[src/rtl/router_mesh_param.sv]
// rtl/router_mesh_param.sv - 5-port XY mesh router with per-input FWFT FIFOs and per-output round-robin
// Port order: 0=LOCAL 1=EAST 2=WEST 3=NORTH 4=SOUTH; disabled ports are masked by PORT_EN.

module router_mesh_param_fifo #(
  parameter int WIDTH = 32,
  parameter int DEPTH = 8
) (
  input  logic                    clk,
  input  logic                    rst_n,
  input  logic                    push,
  input  logic                    pop,
  input  logic [WIDTH-1:0]        wdata,
  output logic [WIDTH-1:0]        rdata,
  output logic [$clog2(DEPTH):0]  count
);
  localparam int AW = $clog2(DEPTH);

  logic [WIDTH-1:0] mem [DEPTH];
  logic [AW-1:0]    wr_ptr;
  logic [AW-1:0]    rd_ptr;

  // Caller guarantees push only when not full and pop only when not empty.
  always_ff @(posedge clk or negedge rst_n) begin
    if (!rst_n) begin
      wr_ptr <= '0;
      rd_ptr <= '0;
      count  <= '0;
    end else begin
      if (push) wr_ptr <= wr_ptr + 1'b1;
      if (pop)  rd_ptr <= rd_ptr + 1'b1;
      case ({push, pop})
        2'b10:   count <= count + 1'b1;
        2'b01:   count <= count - 1'b1;
        default: ;
      endcase
    end
  end

  always_ff @(posedge clk) begin
    if (push) mem[wr_ptr] <= wdata;
  end

  assign rdata = mem[rd_ptr];
endmodule

module router_mesh_param #(
  parameter int           DATA_WIDTH = 32,
  parameter int           FIFO_DEPTH = 8,
  parameter int           X_BITS     = 1,
  parameter int           Y_BITS     = 2,
  parameter int           X_ADDR     = 0,
  parameter int           Y_ADDR     = 0,
  parameter logic [4:0]   PORT_EN    = 5'b11111
) (
  input  logic                      clk,
  input  logic                      rst_n,
  input  logic [5*DATA_WIDTH-1:0]   DATA_IN,
  input  logic [4:0]                DATA_VALID_IN,
  output logic [4:0]                FULL_OUT,
  output logic [5*DATA_WIDTH-1:0]   DATA_OUT,
  output logic [4:0]                DATA_VALID_OUT,
  input  logic [4:0]                FULL_IN,
  output logic [4:0]                DROP_ERR
);
  localparam int                NP = 5;
  localparam int                CW = $clog2(FIFO_DEPTH) + 1;
  localparam logic [X_BITS-1:0] XA = X_BITS'(X_ADDR);
  localparam logic [Y_BITS-1:0] YA = Y_BITS'(Y_ADDR);
  localparam logic [NP-1:0]     EN = PORT_EN;

  localparam logic [2:0] P_LOCAL = 3'd0;
  localparam logic [2:0] P_EAST  = 3'd1;
  localparam logic [2:0] P_WEST  = 3'd2;
  localparam logic [2:0] P_NORTH = 3'd3;
  localparam logic [2:0] P_SOUTH = 3'd4;

  logic [DATA_WIDTH-1:0] head [NP];
  logic [CW-1:0]         count [NP];
  logic [2:0]            route [NP];
  logic [NP-1:0]         nonempty;
  logic [NP-1:0]         full;
  logic [NP-1:0]         push;
  logic [NP-1:0]         pop;
  logic [NP-1:0]         ovf;
  logic [NP-1:0]         route_drop;

  logic [DATA_WIDTH-1:0] data_q [NP];
  logic [NP-1:0]         valid_q;
  logic [NP-1:0]         drop_q;
  logic [2:0]            rr_ptr [NP];
  logic [NP-1:0]         out_free;
  logic [NP-1:0]         grant_valid;
  logic [2:0]            grant_idx [NP];

  for (genvar i = 0; i < NP; i++) begin : g_port
    logic [X_BITS-1:0] dx;
    logic [Y_BITS-1:0] dy;

    // Full is judged on the registered count, so a same-cycle pop never makes room.
    assign full[i]     = (count[i] == CW'(FIFO_DEPTH));
    assign nonempty[i] = (count[i] != '0);
    assign push[i]     = EN[i] & DATA_VALID_IN[i] & ~full[i];
    assign ovf[i]      = EN[i] & DATA_VALID_IN[i] &  full[i];
    assign FULL_OUT[i] = EN[i] ? full[i] : 1'b1;

    router_mesh_param_fifo #(
      .WIDTH (DATA_WIDTH),
      .DEPTH (FIFO_DEPTH)
    ) u_fifo (
      .clk   (clk),
      .rst_n (rst_n),
      .push  (push[i]),
      .pop   (pop[i]),
      .wdata (DATA_IN[i*DATA_WIDTH +: DATA_WIDTH]),
      .rdata (head[i]),
      .count (count[i])
    );

    assign dx = head[i][X_BITS-1:0];
    assign dy = head[i][X_BITS+Y_BITS-1:X_BITS];
    assign route[i] = (dx > XA) ? P_EAST  :
                      (dx < XA) ? P_WEST  :
                      (dy > YA) ? P_SOUTH :
                      (dy < YA) ? P_NORTH : P_LOCAL;
    assign route_drop[i] = nonempty[i] & ~EN[route[i]];

    assign out_free[i] = ~valid_q[i] | ~FULL_IN[i];
    assign DATA_OUT[i*DATA_WIDTH +: DATA_WIDTH] = data_q[i];
  end

  assign DATA_VALID_OUT = valid_q;
  assign DROP_ERR       = drop_q;

  // Each input requests exactly one output, so per-output arbiters never collide on a pop.
  always_comb begin
    int   idx;
    logic found;
    idx         = 0;
    found       = 1'b0;
    grant_valid = '0;
    pop         = route_drop;
    for (int j = 0; j < NP; j++) begin
      grant_idx[j] = '0;
    end
    for (int j = 0; j < NP; j++) begin
      found = 1'b0;
      if (EN[j] && out_free[j]) begin
        for (int k = 0; k < NP; k++) begin
          idx = (int'(rr_ptr[j]) + k) % NP;
          if (!found && nonempty[idx] && (route[idx] == 3'(j))) begin
            found          = 1'b1;
            grant_valid[j] = 1'b1;
            grant_idx[j]   = 3'(idx);
            pop[idx]       = 1'b1;
          end
        end
      end
    end
  end

  always_ff @(posedge clk or negedge rst_n) begin
    if (!rst_n) begin
      valid_q <= '0;
      drop_q  <= '0;
      for (int j = 0; j < NP; j++) begin
        data_q[j] <= '0;
        rr_ptr[j] <= '0;
      end
    end else begin
      drop_q <= drop_q | ovf | route_drop;
      for (int j = 0; j < NP; j++) begin
        if (grant_valid[j]) begin
          data_q[j]  <= head[grant_idx[j]];
          valid_q[j] <= 1'b1;
          rr_ptr[j]  <= (grant_idx[j] == 3'd4) ? 3'd0 : grant_idx[j] + 3'd1;
        end else if (out_free[j]) begin
          data_q[j]  <= '0;
          valid_q[j] <= 1'b0;
        end
      end
    end
  end
endmodule

[config.mk]
export PLATFORM = sky130hd
export DESIGN_NAME = router_mesh_param
export DESIGN_NICKNAME = d
export VERILOG_FILES = /design/src/rtl/router_mesh_param.sv
export SDC_FILE = /design/constraint.sdc
export NUM_CORES = 2
export LEC_CHECK = 0
export ABC_CLOCK_PERIOD_IN_PS = 9050
export CAP_MARGIN = 5
export CELL_PAD_IN_SITES_DETAIL_PLACEMENT = 1
export CELL_PAD_IN_SITES_GLOBAL_PLACEMENT = 2
export CORE_UTILIZATION = 24
export CTS_CLUSTER_DIAMETER = 50
export CTS_CLUSTER_SIZE = 12
export DETAILED_ROUTE_END_ITERATION = 8
export PLACE_DENSITY_LB_ADDON = 0.1
export SETUP_SLACK_MARGIN = 0.2
export SYNTH_ARGS = -nofsm -noshare
export SYNTH_HDL_FRONTEND = slang
export SYNTH_SLANG_ARGS = --single-unit
export TNS_END_PERCENT = 10
[constraint.sdc]
create_clock -name clk -period 9.05 [get_ports clk]
set_input_delay 1.81 -clock clk [delete_from_list [all_inputs] [get_ports clk]]
set_output_delay 1.81 -clock clk [all_outputs]
set_load 0.01 [all_outputs]
==> results.ini <==
[critical_path]
crit_slowest_cell = nor3_1
slowest_delay_ns = 0.76
crit_arrival_ns = 8.44
crit_path_end_kind = flop
worst_path_most_repeated_cell = ha_1
start_kind = flop
critPathMaxFanout = 11
worst-endpoint-required_ns = 9.74
path_class = flop to flop

[grt]
grtUsageTotal_pct = 18.1
gr-max-usage-layer = met2
grt_util_met1_pct = 24.2
grt_pass1_wl_um = 370000
grt_pass1_vias = 45600
grt_use_met2_pct = 30.6
gr-total-overflow = 0
grt_max_degree = 94
grtUsageMet3_pct = 2.71
antenna_found_initial = 48

[place]
hpwl_um = 177000
place_congestion = 0.785
port_buffers = 278

[clock_tree]
cts_buffer_depth = 4
root_buffer = clkbuf_16
clk_pin_slew_ns = 0.05
cts_buffers = 224
h-tree-depth = 4
cts_resized = 0
worstSkewPairLatency_ns = 0.92
holdBufCountCts = 0
clock-sinks = 1443
cts_tree = built
cts_setup_buffers = 0

[yosys]
syn_inst = 4611
yosys.area.top_type = edfxtp_1
synth_top_family_by_area = multiplexers
synth-compound-area-share_pct = 10.2
synthSimpleGateAreaFrac_pct = 6.76
yosys-top-cells-area = edfxtp_1, mux4_2, dfrtp_1
synthFlopType = edfxtp_1
synth_edf_count = 1280
yosysSeqAreaShare_pct = 61.9
synthMuxAreaShare_pct = 14.6
netlist.area_leader.share_pct = 55.9
ys_types = 124
syn-mean-instance-area_um2 = 14.9
yosys.area_share.adder_pct = 2.32
yosys.area_share.xor_xnor_pct = 0.912
async_reset_ff_share_pct = 11.3
yosysWarnings = 0
ys_ff_latch = 1443
syn_area_um2 = 68700

[drt]
first_iter_violations = 2835
ant_nets = 0
vias = 43300
wl_um = 265000
wl_per_cell_um = 29.7
dr.pass1.iters = 7
vias_per_cell = 4.86
drc = 0

[sta]
fmax_mhz = 129
fin_skew_ns = 0.119
rsz0062_at_grt = no
report.final.setup_viol = 0
layout_min_cycle_time_ns = 7.75
relSlewSlack_pct = 11.8
final_max_slew_viol_count = 0
hold_viol = 0
tns_ns = 0
period_share_pct = 85.7
worst_slew_pin_slew_ns = 1.29

[die]
start_util_pct = 24.1
dieWidth_um = 537
ioPinCount = 347
rows = 196
die_h_um = 537
die-area_um2 = 288000
coreArea_um2 = 285000

[status]
status = finished, final reports clean

[cells_and_area]
syn_to_final_growth_pct = 22.0
drive_above_1_share_pct = 21.6
fill_cells = 29900
mostFrequentLayoutCells = edfxtp_1, mux4_2, nand2_1
layout_commonest_cell = edfxtp_1
layout.nets = 5258

[worst_hold_path]
min_path_type = flop to flop

[flow_run]
drv_cap = 0

-- flip-flops by register name (all words and copies together) (netlist names) --
signal,cells
DATA_VALID_OUT,3
DATA_OUT,96
g_port.u_fifo.rd_ptr,15
DROP_ERR,5
g_port.u_fifo.count,20
rr_ptr,9
g_port.u_fifo.wr_ptr,15
g_port.u_fifo.mem,1280
-- logic make-up (layout without fill, tap and decap cells) --
logic type	Yosys count	in the layout
xor gates and xnor gates	69	69
other	1	76
adders and majority gates	124	124
buffers and inverters	491	961
DFF	1443	1443
muxes	604	604
and+or+nand+nor	937	937
AOI/OAI and AO/OA	942	942
-- layer usage --
metal  wire, µm  up-vias
li1           -    19100
met1     119000    23000
met2     129000      867
met3      10600      350
met4       6640       22
met5        142        -
-- area by class of cell --
cell class,count,area (µm²),area share (%)
Clock buffer,252,5730,6.83
Clock inverter,158,1810,2.16
Antenna cell,10,25.0,0.0298
Timing Repair Buffer,414,3860,4.60
Sequential cell,1443,42500,50.7
Tap cell,3762,4710,5.61
Inverter,137,517,0.616
Multi-Input combinational cell,2742,24700,29.4
-- synth_stat cells (31+ instances only) --
| library cell | instances |
|---|---|
| edfxtp_1 | 1280 |
| a21o_1 | 31 |
| dfrtp_1 | 163 |
| a21oi_1 | 161 |
| a211oi_2 | 31 |
| ha_1 | 118 |
| inv_1 | 124 |
| a311oi_1 | 64 |
| clkbuf_1 | 147 |
| nor3_1 | 63 |
| o21ai_0 | 156 |
| o211ai_1 | 104 |
| mux2_2 | 50 |
| nor4_1 | 45 |
| mux4_2 | 313 |
| o21ai_1 | 33 |
| buf_1 | 48 |
| buf_2 | 76 |
| a221oi_1 | 38 |
| nand2_1 | 286 |
| a31oi_1 | 63 |
| nand3_1 | 109 |
| nor2_1 | 196 |
| nand2b_1 | 31 |
| xnor2_1 | 54 |
| mux2i_1 | 236 |
| buf_4 | 74 |
-- per-stage QoR --
stage	std cells	hold slack, ns	area [µm²]	setup WS (ns)	utilization, %
finish	8918	0.455	83900	1.30	29.4
global route	8910	0.487	83800	0.646	29.4
CTS	8908	0.455	83800	1.16	29.4
detailed placement	8498	0.444	76300	1.20	26.8
global placement	8498	0.440	76300	1.13	26.8
floorplan	4676	0.471	69000	2.41	-
-- critical path, delay by kind of cell (launching register included) --
kind            cells  cell delay (ns)
xor+xnor            2             0.27
compound gates      6             1.54
flops               1             0.37
mux                 1             0.55
simple gates        9             2.36
buf+inv             5             0.65
fa+ha+maj           6             1.86
-- path summary, 6_finish.rpt --
check,start,end,slack (ns),cells past startpoint
max in group asynchronous,rst_n,g_port[2].u_fifo.rd_ptr[0]$_DFFE_PN0P_,6.84,2
setup / recovery,rr_ptr[9]$_DFFE_PN0P_,g_port[1].u_fifo.count[3]$_DFFE_PN0P_,1.30,29
min in group asynchronous,rst_n,g_port[1].u_fifo.wr_ptr[2]$_DFFE_PN0P_,0.88,1
hold reg to reg,DROP_ERR[0]$_DFF_PN0_,DROP_ERR[0]$_DFF_PN0_,0.45,1
hold / removal,DROP_ERR[0]$_DFF_PN0_,DROP_ERR[0]$_DFF_PN0_,0.45,1
setup reg to reg,rr_ptr[9]$_DFFE_PN0P_,g_port[1].u_fifo.count[3]$_DFFE_PN0P_,1.30,29
Power is left out: the tool's default activity adds up to more than one toggle a clock period on the data nets, which glitch-free logic cannot reach.
